==> config.mk <==
export PLATFORM = sky130hd
export DESIGN_NAME = memory_bank_config_writer
export DESIGN_NICKNAME = d
export VERILOG_FILES = /design/src/rtl/memory_bank_cfg_pkg.sv /design/src/rtl/memory_bank_wl_pulse_gen.sv /design/src/rtl/memory_bank_config_writer.sv
export SDC_FILE = /design/constraint.sdc
export NUM_CORES = 1
export LEC_CHECK = 0
export BUFFER_PORTS_ARGS = -buffer_cell sky130_fd_sc_hd__buf_2
export CORE_MARGIN = 3
export CORE_UTILIZATION = 53
export CTS_CLUSTER_DIAMETER = 200
export DETAILED_ROUTE_END_ITERATION = 8
export PLACE_DENSITY = 0.79
export SLEW_MARGIN = 20
export SYNTH_ARGS = -nofsm -noshare
export SYNTH_HDL_FRONTEND = slang
export SYNTH_HIERARCHICAL = 1
export SYNTH_SLANG_ARGS = --single-unit
export TNS_END_PERCENT = 5
==> constraint.sdc <==
create_clock -name prog_clk -period 2.29 [get_ports prog_clk]
set_input_delay 0.1145 -clock prog_clk [delete_from_list [all_inputs] [get_ports prog_clk]]
set_output_delay 0.1145 -clock prog_clk [all_outputs]
set_load 0.03 [all_outputs]
==> src/rtl/memory_bank_cfg_pkg.sv <==
// Shared types, defaults and helpers for the memory-bank bl/wl configuration writer.
// Optional parity checking on incoming words is enabled by defining MEMORY_BANK_CFG_PARITY_EN.
package memory_bank_cfg_pkg;

  typedef enum logic [2:0] {
    IDLE  = 3'd0,
    LOAD  = 3'd1,
    SETUP = 3'd2,
    PULSE = 3'd3,
    HOLD  = 3'd4,
    DONE  = 3'd5
  } mb_state_e;

  localparam int DEF_BL_WIDTH        = 4;
  localparam int DEF_WL_WIDTH        = 4;
  localparam int DEF_SETUP_CYCLES    = 1;
  localparam int DEF_WL_PULSE_CYCLES = 2;

`ifdef MEMORY_BANK_CFG_PARITY_EN
  localparam int PARITY_BITS = 1;
`else
  localparam int PARITY_BITS = 0;
`endif

  // Even parity: the parity bit equals the XOR of the data bits (zero padding is harmless).
  function automatic logic parity_f(input logic [63:0] data);
    return ^data;
  endfunction

endpackage

==> src/rtl/memory_bank_wl_pulse_gen.sv <==
// SETUP/PULSE phase down-counter and one-hot word-line decode for the config writer.
module memory_bank_wl_pulse_gen
  import memory_bank_cfg_pkg::*;
#(
  parameter int WL_WIDTH        = DEF_WL_WIDTH,
  parameter int SETUP_CYCLES    = DEF_SETUP_CYCLES,
  parameter int WL_PULSE_CYCLES = DEF_WL_PULSE_CYCLES,
  parameter int ROW_W           = 2
) (
  input  logic             clk_i,
  input  logic             rst_ni,
  input  logic             load_setup_i,
  input  logic             load_pulse_i,
  input  logic             pulse_en_i,
  input  logic [ROW_W-1:0] row_i,
  output logic             cnt_zero_o,
  output logic [0:WL_WIDTH-1] wl_o
);

  localparam int MAXC = (SETUP_CYCLES > WL_PULSE_CYCLES) ? SETUP_CYCLES : WL_PULSE_CYCLES;
  localparam int CW   = (MAXC > 1) ? $clog2(MAXC + 1) : 1;

  logic [CW-1:0] cnt_q, cnt_d;

  always_comb begin
    cnt_d = cnt_q;
    if (load_setup_i) begin
      cnt_d = CW'(SETUP_CYCLES - 1);
    end else if (load_pulse_i) begin
      cnt_d = CW'(WL_PULSE_CYCLES - 1);
    end else if (cnt_q != '0) begin
      cnt_d = cnt_q - CW'(1);
    end
  end

  always_ff @(posedge clk_i) begin
    if (!rst_ni) begin
      cnt_q <= '0;
    end else begin
      cnt_q <= cnt_d;
    end
  end

  assign cnt_zero_o = (cnt_q == '0);

  // Decoded from registered state only, so wl never glitches off an input.
  for (genvar gi = 0; gi < WL_WIDTH; gi++) begin : g_wl
    assign wl_o[gi] = pulse_en_i && (row_i == ROW_W'(gi));
  end

endmodule

==> src/rtl/memory_bank_config_writer.sv <==
// Memory-bank bl/wl writer: loads one row word per handshake and pulses its word line.
// Define MEMORY_BANK_CFG_PARITY_EN to add an even-parity bit on cfg_data and the sticky cfg_err.
module memory_bank_config_writer
  import memory_bank_cfg_pkg::*;
#(
  parameter int BL_WIDTH        = DEF_BL_WIDTH,
  parameter int WL_WIDTH        = DEF_WL_WIDTH,
  parameter int SETUP_CYCLES    = DEF_SETUP_CYCLES,
  parameter int WL_PULSE_CYCLES = DEF_WL_PULSE_CYCLES
) (
  input  logic                            prog_clk,
  input  logic                            global_resetn,
  input  logic                            start,
  input  logic                            cfg_abort,
  input  logic                            cfg_valid,
  output logic                            cfg_ready,
  input  logic [BL_WIDTH+PARITY_BITS-1:0] cfg_data,
  output logic [0:BL_WIDTH-1]             bl,
  output logic [0:WL_WIDTH-1]             wl,
  output logic                            busy,
  output logic                            done,
  output logic                            cfg_err
);

  localparam int ROW_W = (WL_WIDTH > 1) ? $clog2(WL_WIDTH) : 1;

  mb_state_e           state_q, state_d;
  logic [ROW_W-1:0]    row_q, row_d;
  logic [0:BL_WIDTH-1] bl_q, bl_d;
  logic                load_setup, load_pulse, cnt_zero, par_ok;

`ifdef MEMORY_BANK_CFG_PARITY_EN
  logic err_q, err_d;
  assign par_ok  = (cfg_data[BL_WIDTH] == parity_f(64'(cfg_data[BL_WIDTH-1:0])));
  assign cfg_err = err_q;
`else
  assign par_ok  = 1'b1;
  assign cfg_err = 1'b0;
`endif

  always_comb begin
    state_d    = state_q;
    row_d      = row_q;
    bl_d       = bl_q;
    load_setup = 1'b0;
    load_pulse = 1'b0;
`ifdef MEMORY_BANK_CFG_PARITY_EN
    err_d      = err_q;
`endif
    if (cfg_abort) begin
      state_d = IDLE;
      bl_d    = '0;
      row_d   = '0;
    end else begin
      case (state_q)
        IDLE, DONE: begin
          if (start) begin
            state_d = LOAD;
            row_d   = '0;
`ifdef MEMORY_BANK_CFG_PARITY_EN
            err_d   = 1'b0;
`endif
          end
        end
        LOAD: begin
          if (cfg_valid) begin
            if (par_ok) begin
              for (int i = 0; i < BL_WIDTH; i++) bl_d[i] = cfg_data[i];
              state_d    = SETUP;
              load_setup = 1'b1;
            end else begin
              // Corrupt word: drop the pass without ever raising a word line.
              bl_d    = '0;
              state_d = IDLE;
`ifdef MEMORY_BANK_CFG_PARITY_EN
              err_d   = 1'b1;
`endif
            end
          end
        end
        SETUP: begin
          if (cnt_zero) begin
            state_d    = PULSE;
            load_pulse = 1'b1;
          end
        end
        PULSE: begin
          if (cnt_zero) state_d = HOLD;
        end
        HOLD: begin
          if (row_q == ROW_W'(WL_WIDTH - 1)) begin
            state_d = DONE;
          end else begin
            row_d   = row_q + ROW_W'(1);
            state_d = LOAD;
          end
        end
        default: state_d = IDLE;
      endcase
    end
  end

  always_ff @(posedge prog_clk) begin
    if (!global_resetn) begin
      state_q <= IDLE;
      row_q   <= '0;
      bl_q    <= '0;
`ifdef MEMORY_BANK_CFG_PARITY_EN
      err_q   <= 1'b0;
`endif
    end else begin
      state_q <= state_d;
      row_q   <= row_d;
      bl_q    <= bl_d;
`ifdef MEMORY_BANK_CFG_PARITY_EN
      err_q   <= err_d;
`endif
    end
  end

  memory_bank_wl_pulse_gen #(
    .WL_WIDTH        (WL_WIDTH),
    .SETUP_CYCLES    (SETUP_CYCLES),
    .WL_PULSE_CYCLES (WL_PULSE_CYCLES),
    .ROW_W           (ROW_W)
  ) u_pulse_gen (
    .clk_i        (prog_clk),
    .rst_ni       (global_resetn),
    .load_setup_i (load_setup),
    .load_pulse_i (load_pulse),
    .pulse_en_i   (state_q == PULSE),
    .row_i        (row_q),
    .cnt_zero_o   (cnt_zero),
    .wl_o         (wl)
  );

  assign bl        = bl_q;
  assign cfg_ready = (state_q == LOAD);
  assign busy      = (state_q != IDLE) && (state_q != DONE);
  assign done      = (state_q == DONE);

endmodule

Yosys cells after proc, flatten, opt, wreduce, memory -nomap -nowiden
Index checks and enable logic that the tools add are counted.
{"block": "totals", "out_inout_bits": 12, "inputBits": 9, "ff_bits": 11, "wordCells": 58}
{"block": "op_classes", "add_sub_neg": 2, "n_mux": 17, "n_bitwise": 1, "n_eq_ne": 14, "n_reduce_logical": 19}
{"operator": "3-bit two-way mux", "n": 5}
{"operator": "3-bit case mux with 5 select lines", "n": 1}
{"operator": "2-bit inequality test, second input constant", "n": 5}
{"operator": "1-bit two-way mux", "n": 8}
{"operator": "3-bit by 2-bit == test with 1-bit output, second input constant", "n": 2}
{"operator": "3-bit == test, second input constant", "n": 2}
{"operator": "2-bit nonzero test", "n": 3}
{"operator": "2-bit OR reduction", "n": 3}
{"operator": "1-bit logical AND", "n": 5}
{"operator": "2-bit == test, second input constant", "n": 2}
{"operator": "2-bit zero test", "n": 2}
{"operator": "2-bit two-way mux", "n": 2}
{"operator": "2-bit case mux with 2 select lines", "n": 1}
{"operator": "4-bit AND reduction", "n": 1}
{"operator": "3-bit by 1-bit == test with 1-bit output, second input constant", "n": 1}
{"operator": "3-bit zero test", "n": 1}
{"operator": "3-bit inequality test, second input constant", "n": 1}
{"operator": "3-bit AND reduction", "n": 1}
{"operator": "3-bit nonzero test", "n": 1}
{"operator": "3-bit OR reduction", "n": 1}
{"operator": "2-bit by 1-bit adder with 2-bit output, second input constant", "n": 1}
{"operator": "2-bit by 1-bit == test with 1-bit output, second input constant", "n": 1}
{"operator": "2-bit AND reduction", "n": 1}
{"operator": "2-bit by 1-bit subtractor with 2-bit output, second input constant", "n": 1}
{"operator": "1-bit NOT", "n": 1}

Longest topological paths before layout
Gate-level depths: netlist of run 1.
{"block": "depth", "depth_word": 5, "ltp_mapped": 5, "ltp_nobuf": 5}

Hierarchy
The synthesis of run 1 kept the hierarchy.
{"module": "memory_bank_config_writer", "seq_area_each_um2": 180.2, "instances": 1, "area_each_um2": 571.8, "cells_per_inst": 65}
{"module": "memory_bank_wl_pulse_gen", "seq_area_each_um2": 40.0, "instances": 1, "area_each_um2": 142.6, "cells_per_inst": 17}

Worst setup path before layout of run 1
OpenSTA, ideal clock, no wires.
{"block": "synth_timing", "path_type": "register to output", "start": "register state_q[1]", "end": "output wl[0] (netlist name)", "t_required_ns": 2.176, "stages_incl_launch_ff": 5, "n_path_buf": 1, "t_arrival_ns": 1.630, "path_slack_ns": 0.546, "path_cell_list": "dfxtp_1 -> buf_2 -> inv_2 -> nor3_1 -> nor3b_1"}
{"block": "synth_between", "elab_chain_len": 2}
{"element": "from (decl)", "line_no": "memory_bank_config_writer.sv:27", "rtl": "mb_state_e state_q, state_d;"}
{"element": "from (signal assigned)", "line_no": "memory_bank_config_writer.sv:112", "rtl": "state_q <= state_d;"}
{"element": "3-bit by 2-bit == test with 1-bit output", "line_no": "memory_bank_config_writer.sv:131", "rtl": ".pulse_en_i (state_q == PULSE),"}
{"element": "1-bit logical AND", "line_no": "memory_bank_wl_pulse_gen.sv:48", "rtl": "assign wl_o[gi] = pulse_en_i && (row_i == ROW_W'(gi));"}
{"element": "to (decl)", "line_no": "memory_bank_config_writer.sv:19", "rtl": "output logic [0:WL_WIDTH-1] wl,"}
No other way between the ends.

Final worst setup path of run 1
{"block": "layout_timing", "start": "register state_q[0]", "end": "output wl[0] (netlist name)"}
Same word-level chain as after synthesis.

==> results.md, run 1 <==
* Outcome: complete, no violations
* Worst path slowest cell: dfxtp_1
* Cell leakage power at 0.375 nW
* CTS clk-pin slew, worst paths at 0.07 ns
* Starting Density at 60.2%
* Total CTS buffers at 3
* Fin Setup TNS at 0 ns
* Core ar. at 0.00119 sq mm
* Register area share after synthesis at 30.8%
* Commonest cells after routing, fill and taps aside: 19 x buf_2, 11 x dfxtp_1, 8 x nor2_1
* Postcts setup bufs at 0
* Worst skew pair latency at 0.27 ns
* Multi-input gate area at 435 sq um
* Adder-Cell Fraction of Synth Area at 5.25%
* Synth unique cells at 36
* CP Capture Type: primary output
* FF/Latch Area at 220 sq um
* Fmax at 503 MHz
* Via count at 628
* Root buf cell: clkbuf_4
* Port bufs at 19
* Sink Count at 11
* Final WL at 1390 um
* Routed WL per cell at 12.1 um
* CTS Hold Bufs at 0
* Die Wd at 42.7 um
* Pre-CTS WS at 0.627 ns
* Final Wtd Congestion at 0.751
* Mapped Avg Cell Area at 8.71 sq um
* Final WS setup at 0.301 ns
* Drt first pass iters at 4
* Crit-path cells: inv_1 -> nor3_1 -> nor3b_1 -> buf_2
* Fin Clk Skew at 0.00262 ns
* Die height at 42.7 um
* #FFs+latches synth at 11
* Vias/cell at 5.46
* Cells after synthesis at 82
* Area Growth Syn to Fin at 15.6%
* Number of global-route vias before repair at 550
* Minimum clock period at 1.99 ns
* Crit Path Class: flop to primary output
* Peak supply drop at 0.487 mV
* Pwr dens at 617 mW/mm^2
* Clock buffer depth at 2
* Commonest non-fill, non-tap cell in the layout: buf_2
* Cells after DPL at 111
* Fin. max-slew vios at 0
* DP HPWL at 1040 um
* Largest family of logic cells by synthesized area: simple AND/OR/NAND/NOR gates
* RSZ-0062 raised after global routing: false
* I/O pins at 21
* Final Hold Vio Count at 0
* First-pass GRT wire length at 2370 um
* H-tree Lvls at 1
* Final #Nets at 114
* Largest incremental delay on the critical path at 0.60 ns
* Layout Cells excl Fill at 115
* Yosys warnings at 6
* Initial drt markers at 9
* Std cell rows at 12
* Worst Path Arrival at 1.87 ns
* Post-synthesis xor/xnor area fraction at 2.45%
* Maximum fanout along the worst path at 13
* Die Area at 0.00182 sq mm
* Final setup viols at 0
* Hold WC Path Type: input port to flop
* Multiplexer share of the synthesized area at 9.81%
* Antenna violations before repair at 0
* Drt drc at 0
* Synth Area in Simple Gates at 30.1%
* Filler Cell Count at 94
* Total grt overflow at 0
* Global-route usage over all layers at 17.1%
* Number of diodes at 0
* Startpoint class of the critical path: flop
* Fin crit share at 86.9%
* CTS tree: built
* Fin util at 69.6%
* Synthesized net count at 94
* Layout cell share with drive strength beyond 1 at 28.7%
* WP data required at 2.18 ns
* Largest net degree at the start of global routing at 15
* Synth Cell Area at 714 sq um
* CTS resizes at 0
* DRT antenna net count at 0
* Synth Area in Compound Gates at 12.8%
* MaxCap Viol Count at 0
-- stage by stage --
step | cell area [sq um] | total power, W | hold slack, ns
floorplan | 714 | 0.000353 | 0.262
global placement | 798 | 0.000378 | 0.347
detailed placement | 798 | 0.000381 | 0.359
CTS | 826 | 0.000515 | 0.0741
global route | 826 | 0.000547 | 0.0883
finish | 826 | 0.000510 | 0.0794
-- cell families after synthesis --
| kind of cell | after synthesis |
|---|---|
| DFF | 11 |
| other | 1 |
| and+or+nand+nor | 37 |
| AOI/OAI and AO/OA | 10 |
| adders and majority gates | 3 |
| muxes | 7 |
| buffers and inverters | 11 |
| xor gates and xnor gates | 2 |
-- layer usage --
| layer | up-vias | routed length (um) | GRT usage, % |
|---|---|---|---|
| li1 | 331 | - | - |
| met1 | 277 | 699 | 23.3 |
| met2 | 18 | 588 | 24.3 |
| met3 | 2 | 93 | 8.05 |
| met4 | 0 | 8 | 3.73 |
| met5 | - | 0 | 0 |
-- power breakdown --
group	switching (W)	internal, W
logic	0.0000804	0.0000717
clock network	0.0000676	0.0000647
registers	0.0000148	0.000210
total	0.000163	0.000347
-- state kept, by name (all words and copies together) (netlist names) --
name               flops
u_pulse_gen/cnt_q      2
row_q                  2
bl                     4
state_q                3
-- critical path: cells and delay by family (launching register included) --
family	cells	cell delay, ns
and+or+nand+nor	2	0.58
DFF	1	0.60
buffers and inverters	2	0.42
-- synth_stat cells, drive strengths merged --
master | number | area, sq um
nand2b | 3 | 21.3
conb | 1 | 3.75
nor3b | 1 | 7.51
and4 | 1 | 8.76
inv | 6 | 22.5
nor2b | 4 | 25.0
buf | 5 | 36.3
and3 | 1 | 6.26
a221o | 1 | 10.0
nor2 | 8 | 30.0
or4 | 1 | 7.51
a21oi | 2 | 10.0
a21bo | 1 | 10.0
nor4bb | 2 | 20.0
a2bb2oi | 1 | 8.76
nor3 | 6 | 30.0
o221a | 1 | 11.3
a31oi | 1 | 6.26
a221oi | 1 | 8.76
and3b | 1 | 8.76
xnor2 | 1 | 8.76
o311ai | 1 | 16.3
nand4b | 1 | 8.76
dfxtp | 11 | 220
xor2 | 1 | 8.76
a2111oi | 1 | 10.0
mux2i | 7 | 70.1
nand2 | 5 | 18.8
nand4 | 1 | 6.26
ha | 3 | 37.5
and2b | 2 | 16.3
-- path summary, 6_finish.rpt --
check / startpoint / endpoint / slack (ns) / cells past startpoint
setup / recovery: state_q[0] / wl[0] / 0.30 / 4
hold / removal: cfg_data[0] / bl[0] / 0.08 / 3
hold reg to reg: bl[1] / bl[1] / 0.50 / 2
setup reg to reg: state_q[2] / u_pulse_gen/cnt_q[1] / 0.76 / 5
-- final cells by class --
class,instances,share of cell area [%]
Inverter,6,2.73
Sequential cell,11,26.7
Timing Repair Buffer,20,12.4
Tap cell,14,2.12
Multi-Input combinational cell,60,52.7
Clock inverter,1,0.606
Clock buffer,3,2.73
No activity file was read; power rests on OpenSTA's default activity.
==> run 2, diff against run 1 <==
- ABC_CLOCK_PERIOD_IN_PS: not set -> 2290
- CORE_UTILIZATION: 53 -> 30
- PLACE_DENSITY: 0.79 -> 0.48
==> results.md, run 2 (synthesized netlist as in run 1, its figures left out) <==
* Peak supply drop at 0.333 mV
* Root buf cell: clkbuf_4
* Final Hold Vio Count at 0
* Antenna violations before repair at 0
* Std cell rows at 17
* Initial drt markers at 10
* I/O pins at 21
* Final WS setup at 0.348 ns
* Die Area at 0.00300 sq mm
* H-tree Lvls at 1
* CTS resizes at 0
* Fin Clk Skew at 0.00330 ns
* Number of global-route vias before repair at 582
* Net Sw Frac at 32.1%
* MaxCap Viol Count at 0
* Final setup viols at 0
* DP HPWL at 1170 um
* Final #Nets at 114
* Sink Count at 11
* Drt drc at 0
* Clock buffer depth at 2
* Pre-CTS WS at 0.625 ns
* CTS Hold Bufs at 0
* Die height at 54.8 um
* Via count at 630
* Area Growth Syn to Fin at 17.9%
* WP data required at 2.18 ns
* GRT Max-Usage Layer: met2
* Pwr dens at 613 mW/mm^2
* FF/Latch Area at 220 sq um
* Fin. max-slew vios at 0
* Final WL at 1500 um
* Commonest cells after routing, fill and taps aside: 19 x buf_2, 11 x dfxtp_1, 8 x nor2_1
* Worst skew pair latency at 0.26 ns
* Core ar. at 0.00223 sq mm
* Cell leakage power at 0.372 nW
* Total CTS buffers at 3
* Hold WC Path Type: input port to flop
* CTS tree: built
* Starting Density at 32.0%
* Fin crit share at 84.8%
* Fmax at 515 MHz
* Drt first pass iters at 4
* Layout cell share with drive strength beyond 1 at 27.7%
* Vias/cell at 4.88
* Int Power at 0.000351 W
* Total grt overflow at 0
* CTS clk-pin slew, worst paths at 0.07 ns
* Global-route usage over all layers at 11.9%
* Met2 usage at 16.5%
* DRT antenna net count at 0
* Outcome: complete, no violations
* CP Capture Type: primary output
* Port bufs at 19
* Routed WL per cell at 11.6 um
* Multi-input gate area at 435 sq um
* Startpoint class of the critical path: flop
* Fin util at 37.7%
* Maximum fanout along the worst path at 13
* Psw at 0.000165 W
* Worst Path Arrival at 1.83 ns
* Filler Cell Count at 236
* Largest register FFs at 4
* Clk network pwr share at 25.9%
* RSZ-0062 raised after global routing: false
* Largest net degree at the start of global routing at 15
* Met1 Use GR at 16.3%
* Final Wtd Congestion at 0.758
* Die Wd at 54.8 um
* Commonest non-fill, non-tap cell in the layout: buf_2
* Postcts setup bufs at 0
* Combinational group share of total power at 30.6%
* Fin Setup TNS at 0 ns
* Sequential group share of total power at 43.6%
* Minimum clock period at 1.94 ns
* First-pass GRT wire length at 2540 um
* Met3 GRT Util at 3.27%
* Crit Path Class: flop to primary output
* Number of diodes at 0
## run 2: changes by cell type in the layout (fill, tap and decap cells not counted)
cell / previous run / this run
clkbuf_1: 0 / 1
clkinv_2: 1 / 0
## run 2: through the flow
stage	hold slack [ns]	cell area [sq um]	power [W]	cells
5_1_grt	0.0850	842	0.000564	129
3_3_place_gp	0.347	816	0.000382	125
6_report	0.0846	842	0.000516	129
2_1_floorplan	0.262	714	0.000353	82
4_1_cts	0.0835	842	0.000524	129
3_5_place_dp	0.366	816	0.000388	125
## run 2: routing by layer
metal	wire, um	vias to the layer above
met5	0	-
met4	10	0
met3	79	2
met2	639	17
met1	768	283
li1	-	328
## run 2: critical path, cell delays in order (launching register included)
cell,delay [ns]
dfxtp_1,0.59
inv_1,0.18
nor3_1,0.34
nor3b_1,0.23
buf_2,0.23
## run 2: power groups by stage
stage	Combinational (W)	Sequential (W)	Clock, W
floorplan	0.000129	0.000224	0
global placement	0.000153	0.000229	0
detailed placement	0.000159	0.000229	0
CTS	0.000160	0.000225	0.000139
global route	0.000181	0.000228	0.000155
finish	0.000158	0.000225	0.000133
## run 2: cell type report
type                            instances  share of cell area [%]
Timing Repair Buffer                   20                    12.2
Clock buffer                            4                    3.12
Sequential cell                        11                    26.2
Multi-Input combinational cell         60                    51.7
Inverter                                6                    2.67
Tap cell                               28                    4.16
## run 2: worst paths after layout
check | from | end | slack (ns) | cells past startpoint
max | state_q[0] | wl[0] | 0.35 | 4
min | cfg_data[3] | bl[3] | 0.08 | 3
max reg2reg | state_q[2] | u_pulse_gen/cnt_q[1] | 0.74 | 5
min reg2reg | bl[2] | bl[2] | 0.50 | 2
